===== src/rtl/uart_tx_scheduler.sv =====
// Two-port round-robin scheduler driving one 8N1 UART transmit line.
// The baud counter restarts at every frame, so bit edges align to the ack cycle.
module uart_tx_scheduler #(
    parameter int CLKS_PER_BIT = 5208,
    parameter int CNT_W        = 13
) (
    input  logic       clk,
    input  logic       rst_n,
    input  logic       req0,
    input  logic [7:0] data0,
    input  logic       req1,
    input  logic [7:0] data1,
    output logic       ack0,
    output logic       ack1,
    output logic       tx,
    output logic       busy,
    output logic       done
);

    typedef enum logic [1:0] {
        IDLE,
        START,
        DATA,
        STOP
    } state_t;

    localparam logic [CNT_W-1:0] LAST_CNT = CNT_W'(CLKS_PER_BIT - 1);

    state_t           state_q, state_d;
    logic [CNT_W-1:0] baudCnt_q, baudCnt_d;
    logic [2:0]       bitIdx_q, bitIdx_d;
    logic [7:0]       shift_q, shift_d;
    logic             lastGrant_q, lastGrant_d;
    logic             tx_q, tx_d;
    logic             busy_q, busy_d;
    logic             ack0_q, ack0_d;
    logic             ack1_q, ack1_d;
    logic             done_q, done_d;
    logic             bitEnd;
    logic             grant1;

    assign bitEnd = (baudCnt_q == LAST_CNT);

    // lastGrant resets to port 1 so that port 0 wins the first contention.
    always_ff @(posedge clk or negedge rst_n) begin
        if (!rst_n) begin
            state_q     <= IDLE;
            baudCnt_q   <= '0;
            bitIdx_q    <= '0;
            shift_q     <= '0;
            lastGrant_q <= 1'b1;
            tx_q        <= 1'b1;
            busy_q      <= 1'b0;
            ack0_q      <= 1'b0;
            ack1_q      <= 1'b0;
            done_q      <= 1'b0;
        end else begin
            state_q     <= state_d;
            baudCnt_q   <= baudCnt_d;
            bitIdx_q    <= bitIdx_d;
            shift_q     <= shift_d;
            lastGrant_q <= lastGrant_d;
            tx_q        <= tx_d;
            busy_q      <= busy_d;
            ack0_q      <= ack0_d;
            ack1_q      <= ack1_d;
            done_q      <= done_d;
        end
    end

    always_comb begin
        state_d     = state_q;
        baudCnt_d   = baudCnt_q;
        bitIdx_d    = bitIdx_q;
        shift_d     = shift_q;
        lastGrant_d = lastGrant_q;
        tx_d        = tx_q;
        busy_d      = busy_q;
        ack0_d      = 1'b0;
        ack1_d      = 1'b0;
        grant1      = req1 && (!req0 || !lastGrant_q);

        if (state_q != IDLE) begin
            baudCnt_d = bitEnd ? '0 : baudCnt_q + CNT_W'(1);
        end

        case (state_q)
            IDLE: begin
                tx_d   = 1'b1;
                busy_d = 1'b0;
                if (req0 || req1) begin
                    state_d     = START;
                    shift_d     = grant1 ? data1 : data0;
                    ack0_d      = !grant1;
                    ack1_d      = grant1;
                    tx_d        = 1'b0;
                    busy_d      = 1'b1;
                    baudCnt_d   = '0;
                    lastGrant_d = grant1;
                end
            end
            START: begin
                if (bitEnd) begin
                    state_d  = DATA;
                    tx_d     = shift_q[0];
                    bitIdx_d = '0;
                end
            end
            DATA: begin
                if (bitEnd) begin
                    if (bitIdx_q != 3'd7) begin
                        shift_d  = {1'b0, shift_q[7:1]};
                        tx_d     = shift_q[1];
                        bitIdx_d = bitIdx_q + 3'd1;
                    end else begin
                        state_d = STOP;
                        tx_d    = 1'b1;
                    end
                end
            end
            STOP: begin
                tx_d = 1'b1;
                if (bitEnd) begin
                    state_d = IDLE;
                    busy_d  = 1'b0;
                end
            end
            default: begin
                state_d = IDLE;
            end
        endcase

        // done is registered, so it is raised when the next cycle is the last stop-bit cycle.
        done_d = (state_d == STOP) && (baudCnt_d == LAST_CNT);
    end

    assign ack0 = ack0_q;
    assign ack1 = ack1_q;
    assign tx   = tx_q;
    assign busy = busy_q;
    assign done = done_q;

endmodule


===== config.mk =====
export PLATFORM = sky130hd
export DESIGN_NAME = uart_tx_scheduler
export DESIGN_NICKNAME = d
export VERILOG_FILES = /design/src/rtl/uart_tx_scheduler.sv
export SDC_FILE = /design/constraint.sdc
export NUM_CORES = 1
export LEC_CHECK = 0
export BUFFER_PORTS_ARGS = -buffer_cell sky130_fd_sc_hd__buf_4
export CAP_MARGIN = 20
export CORE_MARGIN = 10
export CORE_UTILIZATION = 30
export DETAILED_ROUTE_END_ITERATION = 10
export GPL_TIMING_DRIVEN = 0
export MAX_ROUTING_LAYER = met4
export PLACE_DENSITY_LB_ADDON = 0.3
export SETUP_SLACK_MARGIN = 0.05
export SKIP_LAST_GASP = 1
export SLEW_MARGIN = 20
export SYNTH_ARGS = -nofsm -noshare
export SYNTH_HDL_FRONTEND = slang
export SYNTH_SLANG_ARGS = --single-unit
export TNS_END_PERCENT = 100

===== constraint.sdc =====
create_clock -name clk -period 2.2 [get_ports clk]
set_input_delay 0.22 -clock clk [delete_from_list [all_inputs] [get_ports clk]]
set_output_delay 0.22 -clock clk [all_outputs]
set_load 0.1 [all_outputs]

* Yosys cells after proc, flatten, opt, wreduce, memory -nomap -nowiden
Cells that the tools add are included.
Widths: inputs -> output; s select.
** Word-level totals
- Flip-flop bits (word level) :: 32
- Latch bits :: 0
- RAM bits :: 0
- Memory bits (read-only) :: 0
- Input bits :: 20
- Output and inout bits :: 5
- Logic and storage cells :: 72
- Memories kept :: 0
** Cells by class
- Add/subtract/negate cells :: 2
- $mul :: 0
- Divide/modulo/power cells :: 0
- Magnitude comparators :: 0
- Equal/unequal tests :: 12
- Shift-type cells :: 0
- Muxes and demuxes :: 31
- Bitwise logic cells :: 0
- Reduce and logical (&&, ||, !) cells :: 17
** Operators with widths (number)
- $mux 13 :: 4
- $mux 8 :: 4
- $eq 13x13->1 const B :: 2
- $pmux 8 s2 :: 1
- $add 13x1->13 const B :: 1
- $mux 1 :: 10
- $mux 2 :: 5
- $ne 2x2->1 const B :: 5
- $mux 3 :: 3
- $pmux 2 s4 :: 1
- $reduce_and 4->1 :: 2
- $reduce_bool 2->1 :: 4
- $eq 2x2->1 const B :: 3
- $pmux 3 s2 :: 1
- $reduce_and 2->1 :: 3
- $pmux 1 s4 :: 1
- $add 3x1->3 const B :: 1
- $logic_not 1->1 :: 3
- $ne 3x3->1 const B :: 1
- $eq 2x1->1 const B :: 1
- $logic_and 1x1->1 :: 2
- $logic_not 2->1 :: 1
- $logic_or 1x1->1 :: 2
- $pmux 1 s2 :: 1

* Longest topological paths before layout
Gate-level depths: netlist (run 1).
- Depth in word-level cells :: 7
- Depth in mapped cells :: 8
- Depth with buffers taken out :: 6

* Least setup slack after synthesis (run 1)
Ideal clock, no wire load.
- Path kind :: register to register
- Start :: register baudCnt_q[0]
- End :: register done_q, in the netlist done
- Library setup time :: 0.096 ns
- Arrival time :: 1.841 ns
- Required time :: 2.104 ns
- Path slack :: 0.264 ns
- Stages on the path, launching flop included :: 9
- Path buffers :: 2
- Clock period less this slack :: 1.936 ns
- Path through :: dfrtp_1 > ha_1 > buf_2 > and4_4 > and2_1 > clkbuf_2 > o211ai_1 > a2111o_1 > nor4_2
** On the way
- Longest elaborated chain between the ends :: 7
- Elaborated cells on any way between the ends :: 13
- Those cells by class :: 1 x add/sub; 3 x eq/ne; 8 x mux; 1 x reduce/logical
** RTL lines
- start, declared :: line 30 : logic [CNT_W-1:0] baudCnt_q, baudCnt_d;
- start signal, assigned :: line 59 : baudCnt_q <= baudCnt_d;
- $add 13x1->13 or $eq 13x13->1 (tied branches) :: line 84, 42
- $mux 13 :: line 84 : baudCnt_d = bitEnd ? '0 : baudCnt_q + CNT_W'(1);
- $mux 13 :: line 83 : if (state_q != IDLE) begin
- $mux 13 :: line 91 : if (req0 || req1) begin
- $mux 13 :: line 87 : case (state_q)
- $eq 13x13->1 :: line 134 : done_d = (state_d == STOP) && (baudCnt_d == LAST_CNT);
- $logic_and 1x1->1 * :: line 134
- named net done_d :: line 38 : logic done_q, done_d;
- end signal, assigned :: line 67 : done_q <= done_d;
- end, declared :: line 38
Mark *: on every way through the listed nets, which the timed path passes. The rest lies on a longest branch.
A chain may end at the register's enable or synchronous reset.

* Final worst setup path (run 1)
Ends and elaborated chain as after synthesis.

==> results of run 1 <==
==> area by class of cell <==
| class | instances | area (um2) | area share |
|---|---|---|---|
| inverters | 5 | 18.8 | 0.00797 |
| multi-input cells | 150 | 1030 | 0.439 |
| repair buffers | 29 | 220 | 0.0935 |
| clock buffers | 6 | 72.6 | 0.0308 |
| well taps | 75 | 93.8 | 0.0398 |
| plain buffers | 14 | 78.8 | 0.0335 |
| flip-flops and latches | 32 | 803 | 0.341 |
| clock inverters | 2 | 35.0 | 0.0149 |
==> logic make-up (layout without fill, tap and decap cells) <==
family / Yosys count / after routing
buffers and inverters: 19 / 56
xor gates and xnor gates: 7 / 7
adders and majority gates: 3 / 3
muxes: 15 / 15
AOI/OAI and AO/OA: 54 / 54
and+or+nand+nor: 71 / 71
DFF: 32 / 32
==> through the flow <==
step | worst slack [ns] | setup TNS, ns | area (um2)
after floorplan | 0.264 | 0 | 1910
after global placement | -0.0534 | -0.0534 | 2180
after detailed placement | -0.0157 | -0.0157 | 2180
after CTS | 0.0715 | 0 | 2310
after global routing | 0.00595 | 0 | 2360
final | 0.131 | 0 | 2360
==> synth_stat cells (2+ instances only) <==
cell type / n
clkbuf_1: 6
nor3_1: 4
nand2b_1: 3
inv_1: 5
nand2_1: 17
buf_2: 5
mux2i_1: 8
nor4_2: 2
nand4_1: 3
a21oi_1: 6
dfrtp_1: 30
a22o_1: 2
xor2_1: 3
o21ai_0: 27
and2_1: 3
a31oi_1: 2
ha_1: 3
xnor2_1: 4
and3_1: 2
nor2b_1: 3
nand4bb_1: 2
a211oi_1: 2
o31ai_1: 2
mux2_2: 7
nand3_1: 7
nor2_1: 15
dfstp_2: 2
==> sequential cells by signal, summed over array words and instances (netlist names), 2 cells and up <==
register and count:
baudCnt_q 13, state_q 2, shift_q 8, bitIdx_q 3
==> critical path: cells and delay by family (launching register included) <==
family / cells / cell delay, ns
AO/OA/AOI/OAI: 2 / 0.52
adder cells (fa/ha/maj): 1 / 0.16
buffers and inverters: 2 / 0.25
flip-flops: 1 / 0.36
AND/OR/NAND/NOR: 3 / 0.68
==> per-layer routing <==
layer	wire length, um	global-route usage	vias to the layer above	share of wire
met3	77	0.0173	8	0.017
met2	2080	0.137	22	0.47
met4	87	0.0408	0	0.020
li1	-	-	809	-
met1	2190	0.120	750	0.49
met5	0	-	-	0
==> repair_timing <==
action	in CTS	in global routing
setup buffers	1	3
hold endpoints to repair	30	0
resized for setup	2	11
hold buffers	1	0
pin swaps	0	2
setup endpoints to repair	1	4
==> path summary, 6_finish.rpt <==
check	endpoint	depth (start not counted)	startpoint	slack, ns
min in group asynchronous	baudCnt_q[4]$_DFF_PN0_	2	rst_n	0.40
hold reg to reg	bitIdx_q[0]$_DFFE_PN0P_	1	bitIdx_q[0]$_DFFE_PN0P_	0.49
setup / recovery	done$_DFF_PN0_	8	baudCnt_q[0]$_DFF_PN0_	0.13
hold / removal	lastGrant_q$_DFFE_PN1P_	2	req0	0.1
setup reg to reg	done$_DFF_PN0_	8	baudCnt_q[0]$_DFF_PN0_	0.13
max in group asynchronous	tx$_DFFE_PN1P_	2	rst_n	1.47
==> power by group <==
| group | internal, uW | leakage (uW) | switching (uW) |
|---|---|---|---|
| sequential | 703 | 0.000382 | 111 |
| combinational | 276 | 0.000554 | 319 |
| clock | 336 | 0.0000552 | 227 |
| total | 1310 | 0.000991 | 657 |
==> results.py, run 1 <==
metrics = {
    "outcome": {
        "status": "complete, no violations",
    },
    "routing": {
        "drc": 0,
        "vias": 1589,
        "routedWlPerCell_um": 14.2,
        "viasPerCell": 5.08,
        "dr.pass1.iters": 4,
        "drtAntennaViolNets": 0,
        "drtIter0Drc": 92,
        "routed_wirelength_um": 4430,
    },
    "yosys": {
        "synth_compound_area_frac": 0.181,
        "yosys.area_share.simple": 0.219,
        "ys_seq_elements": 32,
        "synthMuxAreaShare": 0.0834,
        "synthArstFlopShare": 1.00,
        "netlist.area_leader.share": 0.394,
        "ys_seq_area_frac": 0.422,
        "syn_area_mm2": 0.00191,
        "synth_xor_area_frac": 0.0322,
        "synth_top_family_by_area": "simple AND/OR/NAND/NOR gates",
        "synth-edff-count": 0,
        "syn-num-nets": 224,
        "yosys.area_share.adder": 0.0197,
        "syn_avg_cell_area_um2": 9.48,
        "netlist_instances": 201,
        "synthTopCellsByArea": "dfrtp_1 39%, o21ai_0 7.1%, mux2i_1 4.2%, mux2_2 4.1%, nand2_1 3.3%",
        "synth_area_leader_cell": "dfrtp_1",
        "yosys_warnings": 0,
        "synth_flop_cell": "dfrtp_1",
        "synth.distinct_cells": 53,
    },
    "final_layout": {
        "layout_commonest_cell": "dfrtp_1",
        "post-route-util": 0.389,
        "area_growth_pct": 23.6,
        "nFillCells": 601,
        "drive_gt1_frac": 0.282,
        "diodes": 0,
        "final_cell_mix": "30 x dfrtp_1, 29 x buf_4, 27 x o21ai_0",
        "num-nets-final": 260,
        "finalNonFillerCells": 313,
    },
    "die": {
        "dieArea_mm2": 0.00994,
        "io_pins": 25,
        "start_util": 0.314,
        "num_rows": 28,
        "core-area_mm2": 0.00606,
        "die_y_um": 99.7,
        "fp.dieW_um": 99.7,
    },
    "sta": {
        "setup-violations-final": 0,
        "hold_viol": 0,
        "clock_skew_ns": 0.00458,
        "finalHoldWorstSlack_ns": 0.0996,
        "rsz0062_at_grt": "yes",
        "max_freq_mhz": 483,
        "tightest_slew_ns": 0.612,
        "final.min_clock_period_ns": 2.07,
        "finalMaxSlewViolations": 0,
        "period_share": 0.940,
        "relSlewSlack": 0.592,
    },
    "placed_design": {
        "place_congestion": 0.852,
        "dp.cells": 300,
        "dp_hpwl_um": 3150,
        "portBuffers": 24,
    },
    "job": {
        "maxCapViolCount": 0,
    },
    "clock_network": {
        "cts-root-buf": "clkbuf_8",
        "clk_latency_ns": 0.29,
        "clk_pin_slew_ns": 0.07,
        "tritoncts": "done",
        "cts_max_level": 2,
        "numCtsBuffers": 5,
        "cts.sinks": 32,
        "cts_buffer_depth": 2,
    },
    "power": {
        "finalPower_uw": 1970,
        "p_leak_uw": 0.000991,
        "power_density_mw_per_mm2": 837,
        "ir_drop_mv": 0.361,
    },
    "hold_path": {
        "hold_class": "in2reg",
    },
    "grt": {
        "antenna_found_initial": 0,
        "grt_pass1_vias": 1529,
        "grt-ovfl-total": 0,
        "grt_max_degree": 33,
        "grt_usage": 0.0927,
        "grt_pass1_wl_um": 7460,
    },
    "setup_path": {
        "crit_chain": "ha_1 > buf_6 > and4_4 > and2_1 > buf_6 > o211ai_1 > a2111o_1 > nor4_2",
        "worstPathMaxFanout": 8,
        "slowest_stage": "a2111o_1",
        "path_class": "reg2reg",
        "endpoint_kind": "flip-flop",
        "critPathMaxStageDelay_ns": 0.43,
        "crit_path_frequent_cell": "buf_6",
        "cp.required_ns": 2.39,
        "arrival_ns": 2.26,
        "critPathLaunchType": "flip-flop",
    },
}
(Power assumes the default switching activity.)
==> run 2: changes to the inputs <==
--- a/config.mk
+++ b/config.mk
@@ -5,8 +5,9 @@
 export SDC_FILE = /design/constraint.sdc
 export NUM_CORES = 1
 export LEC_CHECK = 0
-export BUFFER_PORTS_ARGS = -buffer_cell sky130_fd_sc_hd__buf_4
+export BUFFER_PORTS_ARGS = -buffer_cell sky130_fd_sc_hd__buf_2
 export CAP_MARGIN = 20
+export CORE_ASPECT_RATIO = 0.8
 export CORE_MARGIN = 10
 export CORE_UTILIZATION = 30
 export DETAILED_ROUTE_END_ITERATION = 10
==> results.py, run 2 (synthesized netlist as in run 1, its figures left out) <==
metrics = {
    "sta": {
        "hold_viol": 24,
        "layout_setup_ws_ns": 0.131,
        "final.min_clock_period_ns": 2.07,
        "finalHoldWorstSlack_ns": -0.0240,
        "rsz0062_at_grt": "yes",
        "period_share": 0.940,
        "final.setup.tns_ns": 0,
        "setup-violations-final": 0,
        "clock_skew_ns": 0.0112,
        "finalMaxSlewViolations": 0,
        "relSlewSlack": 0.522,
        "tightest_slew_ns": 0.717,
        "max_freq_mhz": 483,
    },
    "grt": {
        "grt_usage": 0.0994,
        "antenna_found_initial": 0,
        "grt-ovfl-total": 0,
        "grt_pass1_wl_um": 7850,
        "grt_pass1_vias": 1629,
        "grt_max_degree": 33,
    },
    "routing": {
        "dr.pass1.iters": 6,
        "vias": 1593,
        "drtAntennaViolNets": 0,
        "viasPerCell": 5.06,
        "routedWlPerCell_um": 14.4,
        "routed_wirelength_um": 4530,
        "drtIter0Drc": 84,
        "drc": 0,
    },
    "placed_design": {
        "place_congestion": 0.862,
        "place_ws_ns": -0.0336,
        "dp_hpwl_um": 3280,
        "post_dp_cell_area_mm2": 0.00213,
        "portBuffers": 24,
    },
    "final_layout": {
        "largest_register_ffs": 13,
        "layout_commonest_cell": "dfrtp_1",
        "largest_register": "baudCnt_q",
        "top_regs": "baudCnt_q: 13 flops, shift_q: 8 flops, bitIdx_q: 3 flops",
        "num-nets-final": 256,
        "post-route-util": 0.375,
        "design_area_mm2": 0.00226,
        "diodes": 0,
        "drive_gt1_frac": 0.278,
        "nFillCells": 613,
        "area_growth_pct": 18.8,
        "final_cell_mix": "30 x dfrtp_1, 28 x buf_2, 27 x o21ai_0",
    },
    "outcome": {
        "status": "complete, but fails checks",
        "violations": "hold timing",
    },
    "power": {
        "finalPower_uw": 1950,
        "p_comb_frac": 0.286,
        "power_density_mw_per_mm2": 861,
        "seq_power_share": 0.419,
        "ir_drop_mv": 0.249,
        "p_sw_frac": 0.342,
        "power_frac_clock": 0.295,
        "p_leak_uw": 0.000956,
        "switchingPower_uw": 666,
        "power.internal_uw": 1280,
    },
    "clock_network": {
        "cts-root-buf": "clkbuf_8",
        "cts_max_level": 2,
        "clk_pin_slew_ns": 0.08,
        "cts_buffer_depth": 2,
        "clk_latency_ns": 0.29,
        "numCtsBuffers": 5,
        "tritoncts": "done",
        "cts.sinks": 32,
    },
    "hold_path": {
        "hold_class": "in2async",
    },
    "job": {
        "maxCapViolCount": 0,
    },
    "die": {
        "die_y_um": 91.3,
        "io_pins": 25,
        "core-area_mm2": 0.00604,
        "start_util": 0.316,
        "fp.dieW_um": 109,
        "dieArea_mm2": 0.00996,
        "num_rows": 25,
    },
    "setup_path": {
        "cp.required_ns": 2.39,
        "rrSetupSlack_ns": 0.13,
        "endpoint_kind": "flip-flop",
        "arrival_ns": 2.26,
        "rr_startpoint": "baudCnt_q[1]$_DFF_PN0_",
        "path_class": "reg2reg",
        "r2r_cells": 8,
        "worstPathMaxFanout": 8,
        "critPathLaunchType": "flip-flop",
        "r2r-end": "done$_DFF_PN0_",
    },
}
run 2: changes by cell type in the layout (fill, tap and decap cells not counted), sizes merged:
cell / delta
dlygate4sd3: -1
clkinvlp: +1
clkbuf: -1
buf: -3
run 2: power groups by stage:
stage,combinational [uW],clock [uW],sequential (uW)
CTS,557,583,813
floorplan,413,0,816
global placement,544,0,820
detailed placement,549,0,821
finish,559,575,817
global route,626,615,833
run 2: critical path, cell delays in order (launching register included):
cell and delay, ns:
dfrtp_1 0.39, ha_1 0.16, buf_4 0.16, and4_4 0.25, and2_1 0.12, buf_4 0.14, o211ai_1 0.10, a2111o_1 0.38
nor4_2 0.27
run 2: area by class of cell:
type | instances | area (um2) | area share
timing repair buffer | 25 | 128 | 0.0564
multi-input combinational | 150 | 1030 | 0.455
tap | 81 | 101 | 0.0448
clock buffer | 5 | 68.8 | 0.0304
inverter | 5 | 18.8 | 0.00829
clock inverter | 3 | 42.5 | 0.0188
buffer | 14 | 72.6 | 0.0320
sequential | 32 | 803 | 0.355
run 2: layer usage:
| layer | wire length (um) | share of wire | up-vias | global-route usage |
|---|---|---|---|---|
| li1 | - | - | 791 | - |
| met1 | 2290 | 0.51 | 756 | 0.136 |
| met2 | 1990 | 0.44 | 42 | 0.141 |
| met3 | 187 | 0.041 | 4 | 0.0191 |
| met4 | 61 | 0.013 | 0 | 0.0362 |
| met5 | 0 | 0 | - | - |
run 2: metrics by stage:
step	cells	hold WS (ns)
6_report	315	-0.0240
5_1_grt	315	0.0515
3_5_place_dp	306	0.333
2_1_floorplan	201	-0.0756
4_1_cts	315	0.0138
3_3_place_gp	306	0.334
run 2: what timing repair did:
| item | CTS | global route |
|---|---|---|
| hold buffers | 0 | 0 |
| endpoints found under the setup margin | 1 | 13 |
| gates resized for setup | 3 | 7 |
| buffers inserted | 1 | 0 |
run 2: worst max-delay path by stage:
stage	depth (start not counted)	startpoint	slack (ns)	endpoint
floorplan	8	baudCnt_q[0]$_DFF_PN0_	0.26	done$_DFF_PN0_
global route	8	baudCnt_q[1]$_DFF_PN0_	0.04	done$_DFF_PN0_
global placement	7	baudCnt_q[0]$_DFF_PN0_	-0.06	done$_DFF_PN0_
finish	8	baudCnt_q[1]$_DFF_PN0_	0.13	done$_DFF_PN0_
CTS	8	baudCnt_q[1]$_DFF_PN0_	0.09	done$_DFF_PN0_
detailed placement	7	baudCnt_q[0]$_DFF_PN0_	-0.03	done$_DFF_PN0_
==> run 3: changes to the inputs <==
--- a/config.mk
+++ b/config.mk
@@ -5,13 +5,13 @@
 export SDC_FILE = /design/constraint.sdc
 export NUM_CORES = 1
 export LEC_CHECK = 0
+export ABC_AREA = 1
 export BUFFER_PORTS_ARGS = -buffer_cell sky130_fd_sc_hd__buf_2
 export CAP_MARGIN = 20
 export CORE_ASPECT_RATIO = 0.8
 export CORE_MARGIN = 10
 export CORE_UTILIZATION = 30
 export DETAILED_ROUTE_END_ITERATION = 10
-export GPL_TIMING_DRIVEN = 0
 export MAX_ROUTING_LAYER = met4
 export PLACE_DENSITY_LB_ADDON = 0.3
 export SETUP_SLACK_MARGIN = 0.05
==> results.py, run 3 <==
metrics = {
    "grt": {
        "grt_pass1_wl_um": 8200,
        "grt_usage": 0.0973,
        "antenna_found_initial": 0,
        "grt_pass1_vias": 1789,
        "grt_max_degree": 33,
        "grt-ovfl-total": 0,
    },
    "setup_path": {
        "critPathLaunchType": "flip-flop",
        "cp.required_ns": 2.36,
        "crit_chain": "ha_1 > nand2_2 > nor2_2 > nand3_4 > o21ai_2 > o21ai_2 > nand2_1 > o21ai_2",
        "critPathMaxStageDelay_ns": 0.41,
        "arrival_ns": 1.89,
        "path_class": "reg2reg",
        "slowest_stage": "dfrtp_1",
        "endpoint_kind": "flip-flop",
        "crit_path_frequent_cell": "o21ai_2",
        "critPathBufInv": 0,
        "crit_family": "simple AND/OR/NAND/NOR gates",
        "worstPathMaxFanout": 15,
    },
    "final_layout": {
        "num-nets-final": 317,
        "area_growth_pct": 16.1,
        "drive_gt1_frac": 0.247,
        "diodes": 0,
        "final_cell_mix": "85 x nand2_1, 30 x dfrtp_1, 27 x inv_1",
        "top_regs": "baudCnt_q: 13 flops, shift_q: 8 flops, bitIdx_q: 3 flops",
        "design_area_mm2": 0.00232,
        "largest_register_ffs": 13,
        "nFillCells": 689,
        "largest_register": "baudCnt_q",
        "layout_commonest_cell": "nand2_1",
        "post-route-util": 0.361,
    },
    "power": {
        "power_density_mw_per_mm2": 866,
        "p_leak_uw": 0.00116,
        "finalPower_uw": 2010,
        "ir_drop_mv": 0.276,
    },
    "placed_design": {
        "place_ws_ns": 0.494,
        "place_congestion": 0.868,
        "post_dp_cell_area_mm2": 0.00219,
        "portBuffers": 24,
        "dp_hpwl_um": 3610,
    },
    "sta": {
        "period_share": 0.789,
        "layout_setup_ws_ns": 0.465,
        "finalMaxSlewViolations": 0,
        "relSlewSlack": 0.510,
        "final.setup.tns_ns": 0,
        "hold_viol": 29,
        "final.min_clock_period_ns": 1.74,
        "finalHoldWorstSlack_ns": -0.0106,
        "clock_skew_ns": 0.00400,
        "setup-violations-final": 0,
        "tightest_slew_ns": 0.735,
        "rsz0062_at_grt": "no",
        "max_freq_mhz": 576,
    },
    "routing": {
        "drc": 0,
        "dr.pass1.iters": 4,
        "drtIter0Drc": 90,
        "routed_wirelength_um": 4680,
        "vias": 1719,
        "viasPerCell": 4.54,
        "routedWlPerCell_um": 12.4,
        "drtAntennaViolNets": 0,
    },
    "die": {
        "num_rows": 26,
        "start_util": 0.311,
        "core-area_mm2": 0.00641,
        "die_y_um": 92.9,
        "dieArea_mm2": 0.0103,
        "io_pins": 25,
        "fp.dieW_um": 111,
    },
    "yosys": {
        "syn-num-nets": 290,
        "synthTopCellsByArea": "dfrtp_1 38%, nand2_1 16%, nand3_1 6.0%, inv_1 5.1%, o21ai_2 4.4%",
        "synth_flop_cell": "dfrtp_1",
        "synthArstFlopShare": 1.00,
        "synth.distinct_cells": 32,
        "netlist.area_leader.share": 0.376,
        "yosysMostFrequentCell": "nand2_1",
        "ys_seq_elements": 32,
        "syn_avg_cell_area_um2": 7.47,
        "synth_area_leader_cell": "dfrtp_1",
        "netlist_instances": 267,
        "yosys-top-cells-count": "85 x nand2_1, 30 x dfrtp_1, 27 x inv_1, 24 x nand3_1, 20 x nor2_1",
        "syn_area_mm2": 0.00199,
        "yosys_warnings": 0,
        "synth-edff-count": 0,
        "ys_seq_area_frac": 0.403,
    },
    "clock_network": {
        "cts-root-buf": "clkbuf_8",
        "cts_buffer_depth": 2,
        "tritoncts": "done",
        "clk_latency_ns": 0.29,
        "numCtsBuffers": 5,
        "postCtsSetupBuffers": 0,
        "cts.sinks": 32,
        "cts_resized": 0,
        "cts_hold_buf": 0,
        "clk_pin_slew_ns": 0.07,
        "cts_max_level": 2,
    },
    "job": {
        "maxCapViolCount": 0,
    },
    "outcome": {
        "status": "complete, but fails checks",
        "violations": "hold timing",
    },
    "hold_path": {
        "hold_class": "in2async",
    },
}
[run 3: metal layers]
layer | wire length, um | GRT usage | vias to the layer above
li1 | - | - | 908
met1 | 2360 | 0.123 | 774
met2 | 2050 | 0.146 | 30
met3 | 175 | 0.0226 | 7
met4 | 97 | 0.0417 | 0
met5 | 0 | - | -
[run 3: final timing paths]
path                                         from                     end  slack [ns]  cells past startpoint
setup / recovery           baudCnt_q[0]$_DFF_PN0_  shift_q[3]$_DFFE_PN0P_        0.46                      8
hold / removal                              rst_n  baudCnt_q[0]$_DFF_PN0_       -0.01                      1
setup reg to reg           baudCnt_q[0]$_DFF_PN0_  shift_q[3]$_DFFE_PN0P_        0.46                      8
hold reg to reg            shift_q[1]$_DFFE_PN0P_  shift_q[1]$_DFFE_PN0P_        0.48                      2
max in group asynchronous                   rst_n    state_q[0]$_DFF_PN0_        1.74                      1
min in group clk                         data1[7]  shift_q[7]$_DFFE_PN0P_        0.23                      3
[run 3: cells by family (layout without fill, tap and decap cells)]
group,Yosys count,in the layout,synth area share
compound gates,35,35,0.114
simple gates,159,159,0.382
flops,32,32,0.403
mux,1,1,0.00502
fa+ha+maj,3,3,0.0188
buf+inv,37,65,0.0778
[run 3: stage by stage]
stage | hold slack [ns] | std cells
final | -0.0106 | 379
after global routing | 0.0488 | 379
after CTS | 0.0206 | 379
after detailed placement | 0.335 | 371
after global placement | 0.320 | 371
after floorplan | -0.0756 | 267
[run 3: area by class of cell]
| type | count | area (um2) | area share |
|---|---|---|---|
| Inverter | 33 | 125 | 0.0540 |
| Multi-Input combinational cell | 198 | 1040 | 0.447 |
| Clock inverter | 1 | 30.0 | 0.0130 |
| Clock buffer | 7 | 96.3 | 0.0416 |
| Sequential cell | 32 | 803 | 0.347 |
| Timing Repair Buffer | 24 | 120 | 0.0519 |
| Tap cell | 84 | 105 | 0.0454 |
[run 3: where the power goes]
group	switching [uW]	internal (uW)	leakage, uW	total (uW)
combinational	369	182	0.000701	551
clock	226	400	0.0000645	625
sequential	133	696	0.000399	829
total	727	1280	0.00116	2010
[run 3: worst reg2reg max path, delay by kind of cell (launching register included)]
kind | cells | cell delay [ns]
fa+ha+maj | 1 | 0.21
compound gates | 3 | 0.44
simple gates | 4 | 0.55
flops | 1 | 0.41
